### src/rtl/spi_flash_responder.sv
// rtl/spi_flash_responder.sv - SPI mode-0 flash read responder backed by a 32-bit word memory port
// Define SPI_FLASH_RESP_JEDEC_EN to decode 0x05 (status) and 0x9F (JEDEC ID) besides 0x03 (read).
`timescale 1ns/1ps
module spi_flash_responder #(
    parameter logic [23:0] JEDEC_ID   = 24'h012018,
    parameter logic [7:0]  STATUS_VAL = 8'h00
) (
    input  logic        wb_clk_i,
    input  logic        wb_rst_i,
    input  logic        spi_cs_n,
    input  logic        spi_sck,
    input  logic        spi_mosi,
    output logic        spi_miso,
    output logic        spi_miso_oe,
    output logic [21:0] mem_adr_o,
    output logic        mem_rd_o,
    input  logic        mem_ack_i,
    input  logic [31:0] mem_dat_i,
    output logic        busy_o,
    output logic        err_o
);
    typedef enum logic [2:0] {IDLE, CMD, ADDR, DATA, STAT, ID, IGNORE} state_t;

    state_t      state;
    logic [1:0]  cs_s, sck_s, mosi_s;
    logic        sck_d;
    logic [4:0]  bit_cnt;
    logic [2:0]  out_cnt;
    logic [1:0]  lane;
    logic [22:0] sr;
    logic [7:0]  tx;
    logic [31:0] buf_w, shd_w;
    logic        buf_vld, shd_vld, stale;
    logic [21:0] buf_wa;

    logic        sck_rise, sck_fall, ack, tx_phase, tx_load, promote;
    logic [7:0]  cmd_byte, buf_byte, load_byte;
    logic [23:0] addr_full;

    assign sck_rise  = sck_s[1] & ~sck_d;
    assign sck_fall  = ~sck_s[1] & sck_d;
    assign ack       = mem_ack_i & mem_rd_o;
    assign tx_phase  = (state == DATA) || (state == STAT) || (state == ID);
    assign tx_load   = sck_fall && tx_phase && (out_cnt == 3'd0);
    assign promote   = tx_load && (state == DATA) && (lane == 2'd3);
    assign cmd_byte  = {sr[6:0], mosi_s[1]};
    assign addr_full = {sr, mosi_s[1]};
    assign busy_o    = ~cs_s[1];

    always_comb begin
        case (lane)
            2'd0:    buf_byte = buf_w[31:24];
            2'd1:    buf_byte = buf_w[23:16];
            2'd2:    buf_byte = buf_w[15:8];
            default: buf_byte = buf_w[7:0];
        endcase
    end

    // A byte whose word has not arrived yet goes out as 0xFF (underrun).
    always_comb begin
        load_byte = 8'h00;
        case (state)
            DATA: load_byte = buf_vld ? buf_byte : 8'hFF;
            STAT: load_byte = STATUS_VAL;
            ID: begin
                case (lane)
                    2'd0:    load_byte = JEDEC_ID[23:16];
                    2'd1:    load_byte = JEDEC_ID[15:8];
                    2'd2:    load_byte = JEDEC_ID[7:0];
                    default: load_byte = 8'h00;
                endcase
            end
            default: load_byte = 8'h00;
        endcase
    end

    always_ff @(posedge wb_clk_i or posedge wb_rst_i) begin
        if (wb_rst_i) begin
            state       <= IDLE;
            cs_s        <= 2'b11;
            sck_s       <= 2'b00;
            mosi_s      <= 2'b00;
            sck_d       <= 1'b0;
            bit_cnt     <= '0;
            out_cnt     <= '0;
            lane        <= '0;
            sr          <= '0;
            tx          <= '0;
            buf_w       <= '0;
            shd_w       <= '0;
            buf_vld     <= 1'b0;
            shd_vld     <= 1'b0;
            stale       <= 1'b0;
            buf_wa      <= '0;
            spi_miso    <= 1'b0;
            spi_miso_oe <= 1'b0;
            mem_adr_o   <= '0;
            mem_rd_o    <= 1'b0;
            err_o       <= 1'b0;
        end else begin
            cs_s   <= {cs_s[0], spi_cs_n};
            sck_s  <= {sck_s[0], spi_sck};
            mosi_s <= {mosi_s[0], spi_mosi};
            sck_d  <= sck_s[1];
            err_o  <= 1'b0;
            if (sck_rise)
                sr <= {sr[21:0], mosi_s[1]};
            if (ack) begin
                mem_rd_o <= 1'b0;
                stale    <= 1'b0;
            end

            if (state != IDLE && cs_s[1]) begin
                // Abort: a fetch still in flight completes, but its data is dropped.
                state       <= IDLE;
                spi_miso_oe <= 1'b0;
                spi_miso    <= 1'b0;
                buf_vld     <= 1'b0;
                shd_vld     <= 1'b0;
                if (mem_rd_o && !mem_ack_i)
                    stale <= 1'b1;
            end else begin
                if (tx_load) begin
                    spi_miso_oe <= 1'b1;
                    spi_miso    <= load_byte[7];
                    tx          <= {load_byte[6:0], 1'b0};
                    out_cnt     <= 3'd1;
                    if (!(state == ID && lane == 2'd3))
                        lane <= lane + 2'd1;
                    if (state == DATA && !buf_vld)
                        err_o <= 1'b1;
                end else if (sck_fall && tx_phase) begin
                    spi_miso <= tx[7];
                    tx       <= {tx[6:0], 1'b0};
                    out_cnt  <= out_cnt + 3'd1;
                end

                case (state)
                    IDLE: begin
                        if (!cs_s[1]) begin
                            state   <= CMD;
                            bit_cnt <= '0;
                        end
                    end
                    CMD: begin
                        if (sck_rise) begin
                            bit_cnt <= bit_cnt + 5'd1;
                            if (bit_cnt == 5'd7) begin
                                bit_cnt <= '0;
                                out_cnt <= '0;
                                lane    <= '0;
                                case (cmd_byte)
                                    8'h03: state <= ADDR;
`ifdef SPI_FLASH_RESP_JEDEC_EN
                                    8'h05: state <= STAT;
                                    8'h9F: state <= ID;
`endif
                                    default: begin
                                        state <= IGNORE;
                                        err_o <= 1'b1;
                                    end
                                endcase
                            end
                        end
                    end
                    ADDR: begin
                        if (sck_rise) begin
                            bit_cnt <= bit_cnt + 5'd1;
                            if (bit_cnt == 5'd23) begin
                                state   <= DATA;
                                bit_cnt <= '0;
                                lane    <= addr_full[1:0];
                                buf_wa  <= addr_full[23:2];
                                buf_vld <= 1'b0;
                                shd_vld <= 1'b0;
                                if (!mem_rd_o || ack) begin
                                    mem_rd_o  <= 1'b1;
                                    mem_adr_o <= addr_full[23:2];
                                end
                            end
                        end
                    end
                    DATA: begin
                        if (promote) begin
                            buf_w   <= shd_w;
                            buf_vld <= shd_vld;
                            shd_vld <= 1'b0;
                            buf_wa  <= buf_wa + 22'd1;
                        end
                        // Returned words are steered by address so a late word never lands in the wrong slot.
                        if (ack && !stale) begin
                            if (mem_adr_o == buf_wa && !promote) begin
                                buf_w   <= mem_dat_i;
                                buf_vld <= 1'b1;
                            end else if (mem_adr_o == buf_wa + 22'd1) begin
                                if (promote) begin
                                    buf_w   <= mem_dat_i;
                                    buf_vld <= 1'b1;
                                end else begin
                                    shd_w   <= mem_dat_i;
                                    shd_vld <= 1'b1;
                                end
                            end
                        end else if (!mem_rd_o && !promote) begin
                            if (!buf_vld) begin
                                mem_rd_o  <= 1'b1;
                                mem_adr_o <= buf_wa;
                            end else if (!shd_vld) begin
                                mem_rd_o  <= 1'b1;
                                mem_adr_o <= buf_wa + 22'd1;
                            end
                        end
                    end
                    default: ;
                endcase
            end
        end
    end
endmodule

### config.mk
export PLATFORM = sky130hd
export DESIGN_NAME = spi_flash_responder
export DESIGN_NICKNAME = d
export VERILOG_FILES = /design/src/rtl/spi_flash_responder.sv
export SDC_FILE = /design/constraint.sdc
export NUM_CORES = 1
export LEC_CHECK = 0
export CORE_ASPECT_RATIO = 0.7
export CORE_MARGIN = 4
export CORE_UTILIZATION = 55
export DETAILED_ROUTE_END_ITERATION = 10
export PLACE_DENSITY = 0.75
export RECOVER_POWER = 25
export SETUP_SLACK_MARGIN = 0.05
export SYNTH_ARGS = -nofsm -noshare
export SYNTH_HDL_FRONTEND = slang
export SYNTH_SLANG_ARGS = --single-unit
### constraint.sdc
create_clock -name wb_clk_i -period 6.7 [get_ports wb_clk_i]
set_clock_uncertainty 0.15 [all_clocks]
set_input_delay 0.67 -clock wb_clk_i [delete_from_list [all_inputs] [get_ports wb_clk_i]]
set_output_delay 0.67 -clock wb_clk_i [all_outputs]
set_load 0.02 [all_outputs]
==> results.toml <==
[global_routing]
grt_pass1_wl_mm = 38.00
antenna_found_initial = 0
grt_pass1_vias = 6969
grt_max_degree = 102
gr-total-overflow = 0
grt_use_total_pct = 25.92

[die]
pin_count = 65
core.rowCount = 38
start_util_pct = 56.97
fp.dieW_um = 160.4
die-area_um2 = 18390
core-area_um2 = 15690
die_h_um = 114.7

[logic_synthesis]
syn_avg_cell_area_um2 = 9.215
ys_top_cells_by_area = "dfrtp_1 46%, nand2_1 5.8%, o21ai_0 3.8%"
ys_warn_count = 0
ys.flop_type = "dfrtp_1"
yosysUniqueCellTypes = 64
seq_area_frac_synth_pct = 46.22
async_flop_share_pct = 100.0
synth.most_common_cell = "dfrtp_1"
synth_top_cell_by_area = "dfrtp_1"
ys_top_cells_by_count = "163 x dfrtp_1, 139 x nand2_1, 83 x nor2_1, 67 x o21ai_0, 47 x a21oi_1"
syn_nets = 1020
ys_ff_latch = 165
synth_edf_count = 0
synth_cells = 970
netlist_area_um2 = 8939
synth_top_area_share_pct = 45.63

[clock_network]
cts_buffer_depth = 2
ctsHoldBuffers = 0
clkTransAtPathRegs_ps = 60
htreeDepth = 4
cts_resized = 0
worstSkewPairLatency_ps = 430
cts_tree = "done"
post_cts_buffers = 0
cts_sinks = 165
ctsRootBufferMaster = "clkbuf_16"
numCtsBuffers = 17

[routing]
via_per_inst = 6.156
drc = 0
wl_per_cell_um = 19.18
drt_iter0_drc = 977
ant_nets = 0
vias = 7406
wl_mm = 23.07
drt-pass1-iter-count = 6

[timing]
period_needed_ps = 4352
finalSetupTns_ps = 0
finalCritPeriodShare_pct = 64.95
tightest_slew_ps = 4379
fmax_ghz = 0.2298
setup_violations = 0
hold_violations = 0
slew_headroom_pct = -193.5
rsz0062_at_grt = "no"
setup_ws_ps = 2348
slew_violations = 102

[outcome]
violations = "capacitance limit, slew limit"
outcome = "finished, violations left"

[worst_setup_path]
reg2regPathDepth = 9
start_kind = "input pin"
r2r_setup_slack_ps = 2440
critical_path.max_fanout = 101
crit_path_max_incr_delay_ps = 2420
crit_type = "in -> async"
crit_chain = "dlygate4sd3_1 > clkinvlp_2 > buf_4"
worstPathRequired_ps = 7000
rr_endpoint = "shd_w[25]"
cp_data_arrival_time_ps = 4660
startpoint = "wb_rst_i"
cp_top_family = "buffers and inverters"
path_buf_inv = 3
crit_path_top_delay_cell = "clkinvlp_2"
crit-reg2reg-launch = "buf_wa[7]"
worstSetupEndpointType = "asynchronous set/reset pin"

[place]
io_buffers = 64
routabilityCongestion = 0.9558
dpl.cell_count = 1171
dp_hpwl_mm = 15.64
dp_slack_ps = 2504

[cells_and_area]
multi_input_area_um2 = 4357
synthToLayoutAreaGrowth_pct = 13.49
drive_gt1_share_pct = 8.375
seqCellArea_um2 = 4131
nNetsFinal = 1040
fillers = 1283
n_antenna_cell = 0
fin_cells = 1203

[run]
cap_violations = 1

[pwr]
power.density_nw_per_um2 = 346.8
ir_drop_mv = 0.1861
p_leak_uw = 0.004572

[worst_hold_path]
min_path_cells = 0
hold_path.class = "reg -> reg"
worstHoldStart = "sck_s[0]"
hold_end = "sck_s[1]"
-- state kept, by name (all words and copies together), names as in the netlist, 2 cells and up, named ones only --
name / cells
bit_cnt: 5
buf_w: 32
buf_wa: 22
cs_s: 2
lane: 2
mem_adr_o: 22
mosi_s: 2
out_cnt: 3
sck_s: 2
shd_w: 32
sr: 23
state: 3
tx: 7
-- where the power goes --
part / switching [uW] / internal [uW] / leakage [uW]
logic: 653 / 472 / 0.00207
registers: 295 / 1150 / 0.00223
clock network: 420 / 526 / 0.000267
-- through the flow --
| step | utilization [%] | cell area [um^2] | hold slack, ps | power [uW] |
|---|---|---|---|---|
| 5_1_grt | 64.66 | 10140 | 217.8 | 3712 |
| 4_1_cts | 64.68 | 10150 | 205.0 | 3509 |
| 6_report | 64.66 | 10140 | 202.4 | 3518 |
| 3_3_place_gp | 61.08 | 9583 | 185.9 | 2541 |
| 3_5_place_dp | 61.08 | 9583 | 189.4 | 2557 |
| 2_1_floorplan | - | 8939 | 181.2 | 2191 |
-- layer usage --
layer  up-vias  track usage (%)  share of wire (%)
met3        20            5.685                8.6
met2       304            35.94                 41
li1       3476                -                  -
met5         -                0                  0
met1      3606            41.35                 50
met4         0            5.673               0.92
-- worst max path at each step --
stage               slack [ps]                         end  cells past startpoint
floorplan                 1420  asynchronous set/reset pin                      1
global placement          2610                   shd_w[25]                      9
detailed placement        2500                   shd_w[25]                      9
CTS                       2480                   shd_w[12]                      9
global route              1530                   buf_wa[6]                      3
finish                    2350                   buf_wa[6]                      3
-- cell families (layout without fill, tap and decap cells) --
| kind of cell | count (synthesis) | after routing | synth area share [%] |
|---|---|---|---|
| compound gates | 248 | 248 | 18.23 |
| flops | 165 | 165 | 46.22 |
| simple gates | 347 | 347 | 18.69 |
| xor+xnor | 55 | 55 | 5.389 |
| fa+ha+maj | 12 | 12 | 1.680 |
| buf+inv | 106 | 139 | 5.207 |
| mux | 37 | 37 | 4.591 |
-- final cells by class --
| cell class | instances | area share [%] |
|---|---|---|
| sequential | 165 | 40.73 |
| clock inverter | 13 | 1.209 |
| timing repair buffer | 74 | 7.055 |
| clock buffer | 19 | 4.366 |
| multi-input combinational | 699 | 42.95 |
| inverter | 33 | 1.233 |
| tap | 200 | 2.467 |
-- layout by cell type (no fill, tap or decap), types with 14 or more instances in the layout --
| cell type | netlist | final |
|---|---|---|
| a21oi_1 | 47 | 46 |
| a22oi_1 | 28 | 28 |
| a31oi_1 | 21 | 21 |
| clkbuf_16 | 0 | 17 |
| clkdlybuf4s50_1 | 0 | 60 |
| dfrtp_1 | 163 | 163 |
| inv_1 | 33 | 32 |
| mux2_2 | 24 | 24 |
| nand2_1 | 139 | 139 |
| nand3_1 | 16 | 16 |
| nor2_1 | 83 | 82 |
| nor3_1 | 17 | 17 |
| o21ai_0 | 67 | 67 |
| o22a_1 | 14 | 14 |
| o31ai_1 | 14 | 14 |
| xnor2_1 | 31 | 31 |
| xor2_1 | 24 | 24 |
Power figures use the tool's default switching activity.
